$ cat src/rtl/sram_burst_ctrl.sv
// Burst initiator for a single-port synchronous SRAM with 1-cycle read latency.
// Write beats stream straight into the array; read beats return through a 2-entry buffer.
module sram_burst_ctrl #(
  parameter int ADDR_WIDTH = 14,
  parameter int DATA_WIDTH = 52,
  parameter int LEN_WIDTH  = 8
) (
  input  logic                  clk,
  input  logic                  rst_n,
  input  logic                  cmd_valid_i,
  output logic                  cmd_ready_o,
  input  logic                  cmd_we_i,
  input  logic [ADDR_WIDTH-1:0] cmd_addr_i,
  input  logic [LEN_WIDTH-1:0]  cmd_len_i,
  input  logic                  wr_valid_i,
  output logic                  wr_ready_o,
  input  logic [DATA_WIDTH-1:0] wr_data_i,
  output logic                  rd_valid_o,
  input  logic                  rd_ready_i,
  output logic [DATA_WIDTH-1:0] rd_data_o,
  output logic                  busy_o,
  output logic                  done_o,
  output logic                  sram_cs_o,
  output logic                  sram_we_o,
  output logic [ADDR_WIDTH-1:0] sram_addr_o,
  output logic [DATA_WIDTH-1:0] sram_wdata_o,
  input  logic [DATA_WIDTH-1:0] sram_rdata_i
);

  localparam int CNT_WIDTH = LEN_WIDTH + 1;
  localparam logic [CNT_WIDTH-1:0]  CNT_ZERO  = {CNT_WIDTH{1'b0}};
  localparam logic [CNT_WIDTH-1:0]  CNT_ONE   = {{LEN_WIDTH{1'b0}}, 1'b1};
  localparam logic [ADDR_WIDTH-1:0] ADDR_ZERO = {ADDR_WIDTH{1'b0}};
  localparam logic [ADDR_WIDTH-1:0] ADDR_ONE  = {{(ADDR_WIDTH-1){1'b0}}, 1'b1};

  typedef enum logic [1:0] {
    IDLE  = 2'd0,
    WRITE = 2'd1,
    READ  = 2'd2
  } state_t;

  state_t                state_q, state_d;
  logic [ADDR_WIDTH-1:0] addr_q, addr_d;
  logic [CNT_WIDTH-1:0]  iss_left_q, iss_left_d;  // beats still to write or issue
  logic [CNT_WIDTH-1:0]  out_left_q, out_left_d;  // read beats still to hand out
  logic                  inflight_q, inflight_d;
  logic [1:0]            occ_q, occ_d;
  logic                  done_q, done_d;
  logic [DATA_WIDTH-1:0] buf0_q, buf0_d, buf1_q, buf1_d;

  logic                  wr_hs;
  logic                  rd_hs;
  logic                  rd_issue;
  logic [1:0]            pending;

  // Handshake detection and the read-issue credit decision.
  always_comb begin
    wr_hs    = (state_q == WRITE) && wr_valid_i;
    rd_hs    = (occ_q != 2'd0) && rd_ready_i;
    pending  = occ_q + {1'b0, inflight_q};
    rd_issue = (state_q == READ) && (iss_left_q != CNT_ZERO) &&
               ((pending < 2'd2) || ((pending == 2'd2) && rd_hs));
  end

  // Next-state logic for the burst sequencer and counters.
  always_comb begin
    state_d    = state_q;
    addr_d     = addr_q;
    iss_left_d = iss_left_q;
    out_left_d = out_left_q;
    done_d     = 1'b0;
    inflight_d = rd_issue;
    case (state_q)
      IDLE: begin
        if (cmd_valid_i) begin
          addr_d     = cmd_addr_i;
          iss_left_d = {1'b0, cmd_len_i} + CNT_ONE;
          out_left_d = {1'b0, cmd_len_i} + CNT_ONE;
          state_d    = cmd_we_i ? WRITE : READ;
        end else begin
          state_d = IDLE;
        end
      end
      WRITE: begin
        if (wr_hs) begin
          addr_d     = addr_q + ADDR_ONE;
          iss_left_d = iss_left_q - CNT_ONE;
          if (iss_left_q == CNT_ONE) begin
            state_d = IDLE;
            done_d  = 1'b1;
          end else begin
            state_d = WRITE;
          end
        end else begin
          state_d = WRITE;
        end
      end
      READ: begin
        if (rd_issue) begin
          addr_d     = addr_q + ADDR_ONE;
          iss_left_d = iss_left_q - CNT_ONE;
        end else begin
          addr_d = addr_q;
        end
        if (rd_hs) begin
          out_left_d = out_left_q - CNT_ONE;
          if (out_left_q == CNT_ONE) begin
            state_d = IDLE;
            done_d  = 1'b1;
          end else begin
            state_d = READ;
          end
        end else begin
          state_d = READ;
        end
      end
      default: begin
        state_d = IDLE;
      end
    endcase
  end

  // Read buffer: buf0 is always the head; returning data lands behind it.
  always_comb begin
    buf0_d = buf0_q;
    buf1_d = buf1_q;
    occ_d  = occ_q;
    case ({inflight_q, rd_hs})
      2'b10: begin
        occ_d = occ_q + 2'd1;
        if (occ_q == 2'd0) begin
          buf0_d = sram_rdata_i;
        end else begin
          buf1_d = sram_rdata_i;
        end
      end
      2'b01: begin
        occ_d  = occ_q - 2'd1;
        buf0_d = buf1_q;
      end
      2'b11: begin
        if (occ_q == 2'd1) begin
          buf0_d = sram_rdata_i;
        end else begin
          buf0_d = buf1_q;
          buf1_d = sram_rdata_i;
        end
      end
      default: begin
        occ_d = occ_q;
      end
    endcase
  end

  // Control state with synchronous active-low reset; an abort drops any in-flight read.
  always_ff @(posedge clk) begin
    if (!rst_n) begin
      state_q    <= IDLE;
      addr_q     <= ADDR_ZERO;
      iss_left_q <= CNT_ZERO;
      out_left_q <= CNT_ZERO;
      inflight_q <= 1'b0;
      occ_q      <= 2'd0;
      done_q     <= 1'b0;
    end else begin
      state_q    <= state_d;
      addr_q     <= addr_d;
      iss_left_q <= iss_left_d;
      out_left_q <= out_left_d;
      inflight_q <= inflight_d;
      occ_q      <= occ_d;
      done_q     <= done_d;
    end
  end

  // Buffer payload carries no reset; occupancy alone qualifies it.
  always_ff @(posedge clk) begin
    buf0_q <= buf0_d;
    buf1_q <= buf1_d;
  end

  // Array strobes are gated by rst_n so nothing reaches the SRAM on a reset edge.
  always_comb begin
    cmd_ready_o  = rst_n && (state_q == IDLE);
    wr_ready_o   = rst_n && (state_q == WRITE);
    busy_o       = (state_q != IDLE);
    done_o       = done_q;
    rd_valid_o   = (occ_q != 2'd0);
    rd_data_o    = buf0_q;
    sram_cs_o    = rst_n && (wr_hs || rd_issue);
    sram_we_o    = rst_n && wr_hs;
    sram_addr_o  = addr_q;
    sram_wdata_o = wr_data_i;
  end

endmodule

$ cat config.mk
export PLATFORM = sky130hd
export DESIGN_NAME = sram_burst_ctrl
export DESIGN_NICKNAME = d
export VERILOG_FILES = /design/src/rtl/sram_burst_ctrl.sv
export SDC_FILE = /design/constraint.sdc
export NUM_CORES = 1
export LEC_CHECK = 0
export ABC_CLOCK_PERIOD_IN_PS = 5380
export BUFFER_PORTS_ARGS = -buffer_cell sky130_fd_sc_hd__buf_4
export CORE_MARGIN = 2
export CORE_UTILIZATION = 30
export CTS_BUF_LIST = sky130_fd_sc_hd__clkbuf_16
export DETAILED_ROUTE_END_ITERATION = 10
export PLACE_DENSITY = 0.56
export SYNTH_ARGS = -nofsm -noshare
export SYNTH_HDL_FRONTEND = slang
export SYNTH_SLANG_ARGS = --single-unit
$ cat constraint.sdc
create_clock -name clk -period 5.38 [get_ports clk]
set_input_delay 0.538 -clock clk [delete_from_list [all_inputs] [get_ports clk]]
set_output_delay 0.538 -clock clk [all_outputs]
set_load 0.01 [all_outputs]
* Word-level counts from Yosys, hierarchy flattened *
Index checks and enable logic that the tools add are counted.

storage, ports and cells
  word-level logic and storage cells = 87
  flip-flop bits (word level) = 142

operators by class
  add/subtract/negate cells = 7
  reductions and logical operators = 25
  eq/ne operators = 16
  order comparisons = 1
  multiplexer cells = 29

operators by type and width
  kind                                                 count
  two-way mux 52 bit                                   4
  case mux 52 bit (3 select lines)                     1
  case mux 52 bit (2 select lines)                     1
  two-way mux 14 bit                                   3
  case mux 14 bit (3 select lines)                     1
  two-way mux 9 bit                                    4
  case mux 9 bit (3 select lines)                      1
  equality test 9 x 1 -> 1 bit, second input constant  2
  case mux 9 bit (2 select lines)                      1
  subtractor 9 x 1 -> 9 bit, second input constant     2
  adder 14 x 1 -> 14 bit, second input constant        1
  inequality test 2 bit, second input constant         7
  two-way mux 2 bit                                    5
  nonzero test 2 bit                                   5
  adder 8 x 1 -> 9 bit, second input constant          1
  logical AND 1 bit                                    9
  nonzero test 9 bit                                   1
  equality test 2 bit, second input constant           4
  equality test 2 x 1 -> 1 bit, second input constant  3
  case mux 2 bit (3 select lines)                      1
  AND reduction 3 bit                                  2
  nonzero test 3 bit                                   2
  two-way mux 1 bit                                    5
  logical NOT 2 bit                                    2
  9 further kinds                                      10

* Depth between registers and ports, before layout *
Gate-level depths: netlist of run 1.

  word-level depth = 7
  depth in mapped cells = 10

* Least setup slack after synthesis of run 1 *
No wires, ideal clock.

  path kind = reg-to-reg
  from = register occ_q[1]
  to = register buf0_q[0] (netlist: rd_data_o[0]) (enable)
  path slack = 0.488 ns
  arrival = 4.358 ns
  stages on the path, launching flop included = 5
  data required time = 4.846 ns
  cells stage by stage = dfxtp_1 > inv_1 > ha_1 > inv_1 > o21ai_0

between the ends
  word-level cells in the longest chain between the ends = 5
  elaborated cells on any way between the ends = 9
  classes of those cells = 4 x eq/ne; 5 x reduce/logical

ends and longest elaborated chain
  what                                                                                 RTL line  source
  from (decl)                                                                          47        logic [1:0] occ_q, occ_d;
  from (signal assigned)                                                               163       occ_q <= 2'd0;
  from (signal assigned)                                                               171       occ_q <= occ_d;
  nonzero test 2 bit (*)                                                               --
  via rd_valid_o                                                                       18        output logic rd_valid_o,
  logical AND 1 bit (*)                                                                59        rd_hs = (occ_q != 2'd0) && rd_ready_i;
  equality test 2 bit / equality test 2 x 1 -> 1 bit (equally long branches)           128       case ({inflight_q, rd_hs})
  inequality test 2 bit (no source line) / nonzero test 3 bit (equally long branches)  --
  AND reduction 2 bit (no source line) (*)                                             --
  to (signal assigned)                                                                 178       buf0_q <= buf0_d;
  to (decl)                                                                            49        logic [DATA_WIDTH-1:0] buf0_q, buf0_d, buf1_q, buf1_d;

The timed path passes the listed nets; every way through them passes the cells marked *.
A chain may end at the register's enable or synchronous reset.

* Worst setup path after layout of run 1 *
  from = register iss_left_q[0]
  to = output port sram_cs_o

between the ends
  word-level cells in the longest chain between the ends = 5

ends and longest elaborated chain
  what                            RTL line  source
  from (decl)                     44        logic [CNT_WIDTH-1:0] iss_left_q, iss_left_d;
  from (signal assigned)          168       iss_left_q <= iss_left_d;
  nonzero test 9 bit              61        rd_issue = (state_q == READ) && (iss_left_q != CNT_ZERO) &&
  logical AND 1 bit (2 in a row)  61
  logical OR 1 bit                190       sram_cs_o = rst_n && (wr_hs || rd_issue);
  logical AND 1 bit               190
  to (decl)                       23        output logic sram_cs_o,

Every way passes these cells.

==> flow_summary_export.csv, run 1 <==
group,metric,value,unit
placement,place_congestion,0.809,
power_and_ir_drop,pwr-share-clk,32.9,%
critical_path,critPathLaunchType,"flop",
detailed_routing,via_per_inst,5.06,
detailed_routing,wl_per_cell,17.9,um
timing,max-slew-margin-rel,33.2,%
timing,layout_setup_ws,2.60,ns
cells_and_area,final_area,8390,sq um
clock_tree,cts_resized,0,
placement,post_dp_cell_area,7750,sq um
timing,fin_crit_sh,51.7,%
yosys,synth_enable_flop_cells,104,
timing,tns,0,ns
floorplan,num_io_pins,257,
floorplan,initial_core_util,30.7,%
detailed_routing,drt-pass1-iter-count,4,
critical_path,critical_path_required,4.84,ns
critical_path,crit_type,"reg2out",
floorplan,num_rows,54,
job,maxCapViolCount,0,
placement,dp_hpwl,12000,um
clock_tree,clkSinkCount,142,
detailed_routing,wl_met1,7210,um
yosys,ys_top_cells_by_area,"edfxtp_1 (46%), dfxtp_1 (11%), a22o_1 (6.9%), buf_4 (5.8%), ha_1 (3.2%)",
global_routing,grt_pass1_wl,27000,um
global_routing,antenna_found_initial,0,
critical_path,r2r_cells,7,
global_routing,grt_usage,14.4,%
cells_and_area,drive_above_1_share,31.2,%
floorplan,core_area,22000,sq um
power_and_ir_drop,p_int,2.67,mW
power_and_ir_drop,p_seq_share,40.2,%
power_and_ir_drop,peakVddDrop,0.160,mV
power_and_ir_drop,powerDensity,456,nW/um^2
detailed_routing,drt_iter0_drc,318,
floorplan,dieArea,23700,sq um
clock_tree,cts_buffers,17,
critical_path,critPathArrivalTime,2.24,ns
yosys,avgSynthCellArea,11.7,sq um
clock_tree,path_clk_slew,0.07,ns
timing,max_freq,360,MHz
critical_path,cp_max_fo,5,
detailed_routing,drt-total-wl,17200,um
clock_tree,holdBufCountCts,0,
critical_path,reg2reg_to,"buf1_q[48]",
critical_path,reg2reg_from,"occ_q[0]",
power_and_ir_drop,pwr-share-comb,26.9,%
timing,hold_viol,0,
floorplan,fp.dieH,154,um
yosys,syn_area,6730,sq um
detailed_routing,vias,4848,
yosys,async_reset_ff_share,0,%
yosys,synth-seq-cells,142,
yosys,synth_cells,573,
detailed_routing,dr_wl_met3,1520,um
placement,io_buffers,152,
clock_tree,cts-root-buf,"clkbuf_16",
power_and_ir_drop,p_total,3.82,mW
status,status,"finished, final reports clean",
timing,clock_skew,0.0172,ns
power_and_ir_drop,power.leakage,3.32,nW
detailed_routing,route.detailed.drc,0,
power_and_ir_drop,p_sw_share,30.2,%
cells_and_area,area_growth_syn_to_layout,24.6,%
yosys,ys.flop_type,"edfxtp_1",
yosys,yosysTopAreaCellShare,46.4,%
global_routing,grt_max_degree,53,
timing,grt_setup_unrepaired,"no",
critical_path,rrSetupSlack,2.67,ns
timing,final_max_slew_viol_count,0,
power_and_ir_drop,power.switching,1.15,mW
yosys,synth_top_area_cell,"edfxtp_1",
critical_path,cp-end-kind,"output port",
worst_hold_path,worstHoldPathType,"in2reg",
yosys,seq_area_frac_synth,57.7,%
cells_and_area,nets,815,
global_routing,grt_overflow_total,0,
detailed_routing,top_layer_used,"met4",
clock_tree,clk_path_buf_depth,2,
detailed_routing,wl_met2,7910,um
clock_tree,cts_tree,"built",
global_routing,grt_pass1_vias,4928,
yosys,synth_cell_types,64,
detailed_routing,antenna_left,0,
timing,period_needed,2.78,ns
critical_path,cp-endpoint,"sram_cs_o",
placement,place_ws,2.66,ns
clock_tree,clk_latency,0.42,ns
worst_hold_path,whs_path_depth,1,
clock_tree,htree_num_levels,4,
floorplan,dieWidth,154,um
timing,setup_viol,0,
critical_path,startpoint,"iss_left_q[0]",
timing,max_slew.worst_pin.slew,1.00,ns
cells_and_area,antenna_cells,0,
yosys,synthesis.nets,722,
clock_tree,postCtsSetupBuffers,0,
yosys,ys_warn_count,0,
how the worst min path moves through the flow:
stage	startpoint	endpoint	slack [ns]
final	sram_rdata_i[11]	buf1_q[11]	0.31
after global routing	sram_rdata_i[51]	buf1_q[51]	0.29
after CTS	sram_rdata_i[8]	buf1_q[8]	0.29
after detailed placement	out_left_q[7]	out_left_q[7]	0.46
after global placement	out_left_q[7]	out_left_q[7]	0.45
after floorplan	out_left_q[7]	out_left_q[7]	0.44
power groups by stage:
stage / Clock [mW] / Combinational (mW) / Sequential [mW]
after CTS: 1.29 / 1.05 / 1.54
after floorplan: 0 / 0.608 / 1.62
after global placement: 0 / 1.02 / 1.55
final: 1.26 / 1.03 / 1.54
after global routing: 1.33 / 1.13 / 1.56
after detailed placement: 0 / 1.04 / 1.56
cell type report:
cell class                      instances  area [sq um]
Fill cell                            2149         13600
Sequential cell                       142          3880
Multi-Input combinational cell        327          2260
Timing Repair Buffer                  158          1190
Clock buffer                           17           425
Tap cell                              280           350
Clock inverter                         15           208
Inverter                               20          75.1
Yosys cell counts (2+ instances only):
cell	number
a211oi_1	3
a21o_1	2
a21oi_1	28
a21oi_2	4
a22o_1	53
a22oi_1	4
a31oi_1	5
a41oi_1	2
and3_1	8
buf_2	5
buf_4	52
buf_6	3
clkbuf_1	22
dfxtp_1	38
edfxtp_1	104
ha_1	17
inv_1	20
nand2_1	48
nand2b_1	3
nand3_1	15
nand3b_1	4
nand4_1	2
nor2_1	24
nor2b_1	4
nor3_1	10
nor4_1	2
o211ai_1	6
o211ai_2	2
o21a_1	3
o21ai_0	20
o21ai_1	6
o221a_1	2
o22ai_1	4
o2bb2ai_1	3
o31ai_1	3
o32ai_1	2
o32ai_2	3
or2_2	2
or3_1	2
or4_1	2
xnor2_1	4
xor2_1	5
cell families after synthesis:
| family | Yosys count | synth area share (%) |
|---|---|---|
| AOI/OAI and AO/OA | 163 | 18.2 |
| xor gates and xnor gates | 9 | 1.17 |
| adders and majority gates | 17 | 3.16 |
| buffers and inverters | 104 | 9.29 |
| DFF | 142 | 57.7 |
| muxes | 1 | 0.149 |
| and+or+nand+nor | 137 | 10.4 |
critical path, cell delays in order (launching register included):
cell and delay (ns):
dfxtp_1 0.35, inv_1 0.13, ha_1 0.15, nor4b_1 0.35, a22oi_2 0.17, and3_1 0.25
or2_2 0.28, buf_4 0.15
registers in the layout, indices dropped and copies added, names as in the netlist:
register / cells
state_q: 2
sram_addr_o: 14
occ_q: 2
inflight_q: 1
buf1_q: 52
rd_data_o: 52
done_o: 1
iss_left_q: 9
out_left_q: 9
routing by layer:
metal  GRT usage (%)  vias to the layer above
met5               0                        -
met1            18.0                     2283
li1                -                     2285
met3            4.28                       53
met2            23.4                      227
met4            5.87                        0
placed cells by master (no fill, tap or decap), types with 4 or more instances in the layout:
cell       netlist  layout
nand3b_1         4       4
xor2_1           5       5
and3_1           8       8
clkbuf_16        0      17
o21ai_1          6       5
a21oi_2          4       4
nand3_1         15      15
bufinv_16        0       4
edfxtp_1       104     104
ha_1            17      17
a21oi_1         28      27
o22ai_1          4       4
nor2_1          24      24
o211ai_1         6       6
o21ai_0         20      19
inv_1           20      21
a22o_1          53      53
nor2b_1          4       4
xnor2_1          4       4
buf_4           52     158
a31oi_1          5       5
nor3_1          10      10
dfxtp_1         38      38
a22oi_1          4       4
nand2_1         48      48
inv_6            0       5
metrics by stage:
stage / hold WS, ns / cells / utilization (%)
floorplan: 0.436 / 573 / -
global placement: 0.445 / 927 / 35.3
detailed placement: 0.461 / 927 / 35.3
CTS: 0.287 / 959 / 38.2
global route: 0.290 / 959 / 38.2
finish: 0.311 / 959 / 38.2
No activity file was read; power rests on OpenSTA's default activity.
==> run 2, diff against run 1 <==
--- a/config.mk
+++ b/config.mk
@@ -5,13 +5,13 @@
 export SDC_FILE = /design/constraint.sdc
 export NUM_CORES = 1
 export LEC_CHECK = 0
-export ABC_CLOCK_PERIOD_IN_PS = 5380
+export ABC_CLOCK_PERIOD_IN_PS = 2400
 export BUFFER_PORTS_ARGS = -buffer_cell sky130_fd_sc_hd__buf_4
 export CORE_MARGIN = 2
 export CORE_UTILIZATION = 30
 export CTS_BUF_LIST = sky130_fd_sc_hd__clkbuf_16
 export DETAILED_ROUTE_END_ITERATION = 10
-export PLACE_DENSITY = 0.56
+export PLACE_DENSITY = 0.58
 export SYNTH_ARGS = -nofsm -noshare
 export SYNTH_HDL_FRONTEND = slang
 export SYNTH_SLANG_ARGS = --single-unit
==> constraint.sdc (replaced) <==
create_clock -name clk -period 2.4 [get_ports clk]
set_input_delay 0.24 -clock clk [delete_from_list [all_inputs] [get_ports clk]]
set_output_delay 0.24 -clock clk [all_outputs]
set_load 0.01 [all_outputs]
==> flow_summary_export.csv, run 2 (synthesis gave the netlist of run 1 again) <==
group,metric,value,unit
status,status,"finished, final reports clean",
detailed_routing,drt-total-wl,16800,um
power_and_ir_drop,powerDensity,984,nW/um^2
timing,max_slew.worst_pin.slew,0.654,ns
timing,hold_viol,0,
job,maxCapViolCount,0,
clock_tree,clkSinkCount,142,
global_routing,grt_pass1_wl,26100,um
critical_path,critPathArrivalTime,2.05,ns
critical_path,cp-end-kind,"output port",
cells_and_area,area_growth_syn_to_layout,30.9,%
cells_and_area,final_cell_mix,"buf_4 (163), edfxtp_1 (104), a22o_1 (53), nand2_1 (48), dfxtp_1 (37)",
timing,final_max_slew_viol_count,0,
critical_path,critPathLaunchType,"flop",
floorplan,initial_core_util,30.7,%
cells_and_area,nets,851,
cells_and_area,antenna_cells,0,
clock_tree,cts_buffers,17,
global_routing,antenna_found_initial,0,
critical_path,crit_type,"reg2out",
detailed_routing,wl_per_cell,16.9,um
detailed_routing,antenna_left,0,
floorplan,dieWidth,154,um
cells_and_area,drive_above_1_share,32.7,%
placement,dp_hpwl,11600,um
power_and_ir_drop,power.switching,2.65,mW
cells_and_area,final_area,8810,sq um
power_and_ir_drop,p_seq_share,39.7,%
power_and_ir_drop,p_int,6.03,mW
cells_and_area,final_cell_count_no_fill,995,
global_routing,grt_usage,13.8,%
power_and_ir_drop,pwr-share-comb,29.0,%
cells_and_area,final_common_cell,"buf_4",
detailed_routing,route.detailed.drc,0,
cells_and_area,final_util,40.1,%
timing,tns,0,ns
power_and_ir_drop,p_sw_share,30.5,%
clock_tree,cts-root-buf,"clkbuf_16",
placement,io_buffers,152,
detailed_routing,drt_iter0_drc,273,
timing,max-slew-margin-rel,56.3,%
timing,fin_crit_sh,95.5,%
placement,placed_cells,937,
clock_tree,htree_num_levels,4,
detailed_routing,via_per_inst,4.99,
timing,clock_skew,0.0156,ns
detailed_routing,drt-pass1-iter-count,5,
global_routing,grt_overflow_total,0,
global_routing,grt_max_degree,53,
worst_hold_path,worstHoldPathType,"in2reg",
power_and_ir_drop,pwr-share-clk,31.4,%
timing,max_freq,436,MHz
placement,place_congestion,0.814,
clock_tree,path_clk_slew,0.06,ns
detailed_routing,vias,4963,
critical_path,cp_max_fo,5,
clock_tree,cts_tree,"built",
critical_path,critical_path_required,2.16,ns
floorplan,core_area,22000,sq um
clock_tree,clk_path_buf_depth,2,
placement,post_dp_cell_area,7920,sq um
floorplan,num_rows,54,
timing,period_needed,2.29,ns
clock_tree,clk_latency,0.42,ns
power_and_ir_drop,peakVddDrop,0.460,mV
timing,grt_setup_unrepaired,"yes",
power_and_ir_drop,power.leakage,3.49,nW
global_routing,grt_pass1_vias,4763,
timing,setup_viol,0,
floorplan,fp.dieH,154,um
floorplan,num_io_pins,257,
floorplan,dieArea,23700,sq um
run 2: timing repair:
item / 4_1_cts / 5_1_grt
endpoints found under the setup margin: 11 / 5
endpoints found under the hold margin: 26 / 0
pin swaps: 0 / 0
hold buffers: 26 / 0
gates resized for setup: 3 / 4
buffers inserted: 0 / 0
run 2: layer usage:
layer  up-vias  track usage (%)  share of wire (%)  routed length [um]
met5         -                0                  0                   0
met4         0             5.34                2.5                 419
met3        59             3.52                6.5                1100
met2       183             22.0                 46                7740
met1      2371             18.2                 45                7560
li1       2350                -                  -                   -
run 2: final timing paths:
path                                       start              to  slack, ns  depth (start not counted)
worst max-delay path                    occ_q[0]       sram_cs_o       0.11                          7
worst min-delay path            sram_rdata_i[49]      buf1_q[49]       0.02                          1
worst max register to register          occ_q[0]  sram_addr_o[0]       0.37                          7
worst min register to register     out_left_q[7]   out_left_q[7]       0.46                          2
run 2: power groups by stage:
stage	Sequential (mW)	Combinational (mW)	Clock, mW
after detailed placement	3.49	2.50	0
after global placement	3.48	2.47	0
after floorplan	3.60	1.42	0
after global routing	3.49	2.75	2.88
after CTS	3.44	2.56	2.79
final	3.44	2.51	2.72
run 2: per-stage QoR:
step	setup slack (ns)	power [mW]	hold WS, ns
after global placement	0.0522	5.95	0.431
after CTS	0.0358	8.79	0.000579
after floorplan	-0.0647	5.02	0.339
final	0.109	8.67	0.0163
after detailed placement	-0.00230	5.98	0.432
after global routing	-0.00421	9.12	0.000572
run 2: final cells by class:
| class | count | area (sq um) |
|---|---|---|
| multi-input combinational | 327 | 2310 |
| clock buffer | 17 | 425 |
| inverter | 20 | 75.1 |
| sequential | 142 | 3880 |
| timing repair buffer | 194 | 1580 |
| fill | 2100 | 13100 |
| tap | 280 | 350 |
| clock inverter | 15 | 185 |
run 2: critical path, stage by stage (launching register included):
cell     delay, ns
dfxtp_2       0.36
inv_1         0.08
ha_4          0.18
or3b_1        0.39
a22oi_2       0.19
and3_4        0.23
or2_2         0.11
buf_4         0.11
==> run 3, diff against run 2 <==
==> config.mk (replaced) <==
export PLATFORM = sky130hd
export DESIGN_NAME = sram_burst_ctrl
export DESIGN_NICKNAME = d
export VERILOG_FILES = /design/src/rtl/sram_burst_ctrl.sv
export SDC_FILE = /design/constraint.sdc
export NUM_CORES = 1
export LEC_CHECK = 0
export ABC_AREA = 1
export ABC_CLOCK_PERIOD_IN_PS = 2400
export BUFFER_PORTS_ARGS = -buffer_cell sky130_fd_sc_hd__clkbuf_2
export CORE_MARGIN = 2
export CORE_UTILIZATION = 30
export CTS_BUF_LIST = sky130_fd_sc_hd__clkbuf_16
export DETAILED_ROUTE_END_ITERATION = 10
export SYNTH_ARGS = -nofsm -noshare
export SYNTH_HDL_FRONTEND = slang
export SYNTH_SLANG_ARGS = --single-unit
==> flow_summary_export.csv, run 3 <==
group,metric,value,unit
cells_and_area,drive_above_1_share,25.7,%
clock_tree,cts_tree,"built",
cells_and_area,area_growth_syn_to_layout,21.5,%
yosys,synth_cells,780,
yosys,synth_cell_types,33,
critical_path,critPathArrivalTime,2.31,ns
detailed_routing,drt-pass1-iter-count,5,
global_routing,grt_pass1_wl,25100,um
global_routing,use_met2,20.7,%
status,status,"finished, final reports clean",
clock_tree,postCtsSetupBuffers,0,
detailed_routing,drt_iter0_drc,246,
floorplan,fp.dieH,158,um
clock_tree,htree_num_levels,4,
global_routing,grt_overflow_total,0,
yosys,synthesis.nets,929,
power_and_ir_drop,power.leakage,3.89,nW
detailed_routing,route.detailed.drc,0,
yosys,ys.flop_type,"edfxtp_1",
floorplan,initial_core_util,30.4,%
clock_tree,clk_path_buf_depth,2,
yosys,synthMostInstantiatedCell,"inv_1",
critical_path,cp_max_fo,39,
yosys,avgSynthCellArea,9.11,sq um
global_routing,grt_pass1_vias,4948,
yosys,async_reset_ff_share,0,%
cells_and_area,antenna_cells,0,
critical_path,critical_path_required,2.55,ns
detailed_routing,wl_per_cell,12.9,um
cells_and_area,regArea,3880,sq um
global_routing,use_met1,16.6,%
critical_path,crit_type,"reg2reg",
clock_tree,cts-root-buf,"clkbuf_16",
timing,grt_setup_unrepaired,"no",
critical_path,cp-end-kind,"flop",
yosys,synth_enable_flop_cells,104,
yosys,ys_top_cells_by_area,"edfxtp_1 (44%), dfxtp_1 (11%), inv_1 (8.0%), nand2_1 (6.5%), buf_4 (5.6%)",
job,maxCapViolCount,0,
floorplan,dieArea,24900,sq um
floorplan,num_io_pins,257,
timing,max_freq,464,MHz
placement,place_ws,0.129,ns
timing,hold_viol,0,
yosys,synth_top_area_cell,"edfxtp_1",
critical_path,slowest_stage,"dfxtp_1",
yosys,seq_area_frac_synth,54.7,%
timing,clock_skew,0.0116,ns
global_routing,grt_max_degree,53,
power_and_ir_drop,powerDensity,902,nW/um^2
timing,fin_crit_sh,89.9,%
worst_hold_path,worstHoldPathType,"in2reg",
cells_and_area,multi_input_area,2180,sq um
global_routing,use_met3,3.86,%
critical_path,critical-path-top-delay-family,"buffers and inverters",
placement,io_buffers,152,
detailed_routing,via_per_inst,4.40,
global_routing,antenna_found_initial,0,
power_and_ir_drop,peakVddDrop,0.363,mV
critical_path,worst-path-buf-inv,4,
yosys,synth-seq-cells,142,
timing,setup_viol,0,
global_routing,grt_usage,13.0,%
critical_path,path_cells,"inv_2, ha_4, inv_4, nand2_2, inv_2, ha_1, a21oi_4, a21oi_4, buf_12, o22ai_1",
floorplan,core_area,23300,sq um
clock_tree,path_clk_slew,0.06,ns
placement,place_congestion,0.813,
yosys,ys_warn_count,0,
yosys,syn_area,7100,sq um
timing,final_max_slew_viol_count,0,
cells_and_area,fillerInstances,2360,
clock_tree,clk_latency,0.42,ns
cells_and_area,final_common_cell,"clkbuf_2",
yosys,synthTopCellsByCount,"inv_1 (152), nand2_1 (123), edfxtp_1 (104), buf_4 (53)",
timing,max-slew-margin-rel,46.5,%
cells_and_area,final_cell_mix,"clkbuf_2 (152), inv_1 (148), nand2_1 (122), edfxtp_1 (104)",
timing,period_needed,2.16,ns
clock_tree,cts_buffers,17,
floorplan,num_rows,56,
critical_path,critPathLaunchType,"flop",
global_routing,grt-busiest-layer,"met2",
timing,layout_setup_ws,0.243,ns
cells_and_area,final_util,37.0,%
clock_tree,clkSinkCount,142,
detailed_routing,vias,5394,
critical_path,cpPeakStageDelay,0.38,ns
floorplan,dieWidth,158,um
yosys,yosysTopAreaCellShare,44.0,%
cells_and_area,nets,1042,
timing,max_slew.worst_pin.slew,0.800,ns
detailed_routing,drt-total-wl,15800,um
placement,dp_hpwl,11100,um
detailed_routing,antenna_left,0,
==> run 3: per-layer routing <==
layer  routed length, um  vias to the layer above  share of wire (%)
met5                   0                        -                  0
met4                 312                        0                2.0
met3                1070                       23                6.7
met2                7170                      160                 45
met1                7290                     2473                 46
li1                    -                     2738                  -
==> run 3: repair_timing <==
| item | CTS | global route |
|---|---|---|
| gates resized for setup | 0 | 2 |
| hold endpoints to repair | 7 | 1 |
| hold buffers | 7 | 1 |
| setup endpoints to repair | 0 | 34 |
==> run 3: final timing paths <==
path / to / slack [ns] / start / cells past startpoint
max reg2reg: rd_data_o[5] / 0.24 / occ_q[0] / 10
min: buf1_q[18] / 0.02 / sram_rdata_i[18] / 1
min reg2reg: out_left_q[2] / 0.48 / out_left_q[2] / 2
max: rd_data_o[5] / 0.24 / occ_q[0] / 10
==> run 3: cell type report <==
cell class / instances / share of cell area, %
clock buffers: 17 / 4.93
clock inverters: 15 / 2.13
inverters: 158 / 6.90
multi-input cells: 403 / 25.2
flip-flops and latches: 142 / 45.0
well taps: 319 / 4.63
repair buffers: 171 / 11.2
==> run 3: cells by family after synthesis <==
group	after synthesis	synth area share, %
buf+inv	235	15.7
xor+xnor	6	0.740
simple gates	252	15.2
fa+ha+maj	17	2.99
compound gates	127	10.5
flops	142	54.7
mux	1	0.141
==> run 3: power by group <==
group	switching, mW	leakage (nW)	internal [mW]
registers	0.158	1.26	3.08
logic	1.16	2.34	0.655
clock network	1.07	0.287	1.65
==> run 3: metrics by stage <==
step / TNS (ns) / area, sq um / hold WS, ns / power (mW) / cells
finish: 0 / 8630 / 0.0187 / 7.78 / 1225
floorplan: -0.245 / 7150 / 0.339 / 4.54 / 780
CTS: 0 / 8610 / 0.000504 / 7.90 / 1224
global route: 0 / 8630 / 0.00158 / 8.24 / 1225
detailed placement: 0 / 7930 / 0.435 / 5.13 / 1185
global placement: 0 / 7930 / 0.435 / 5.10 / 1185
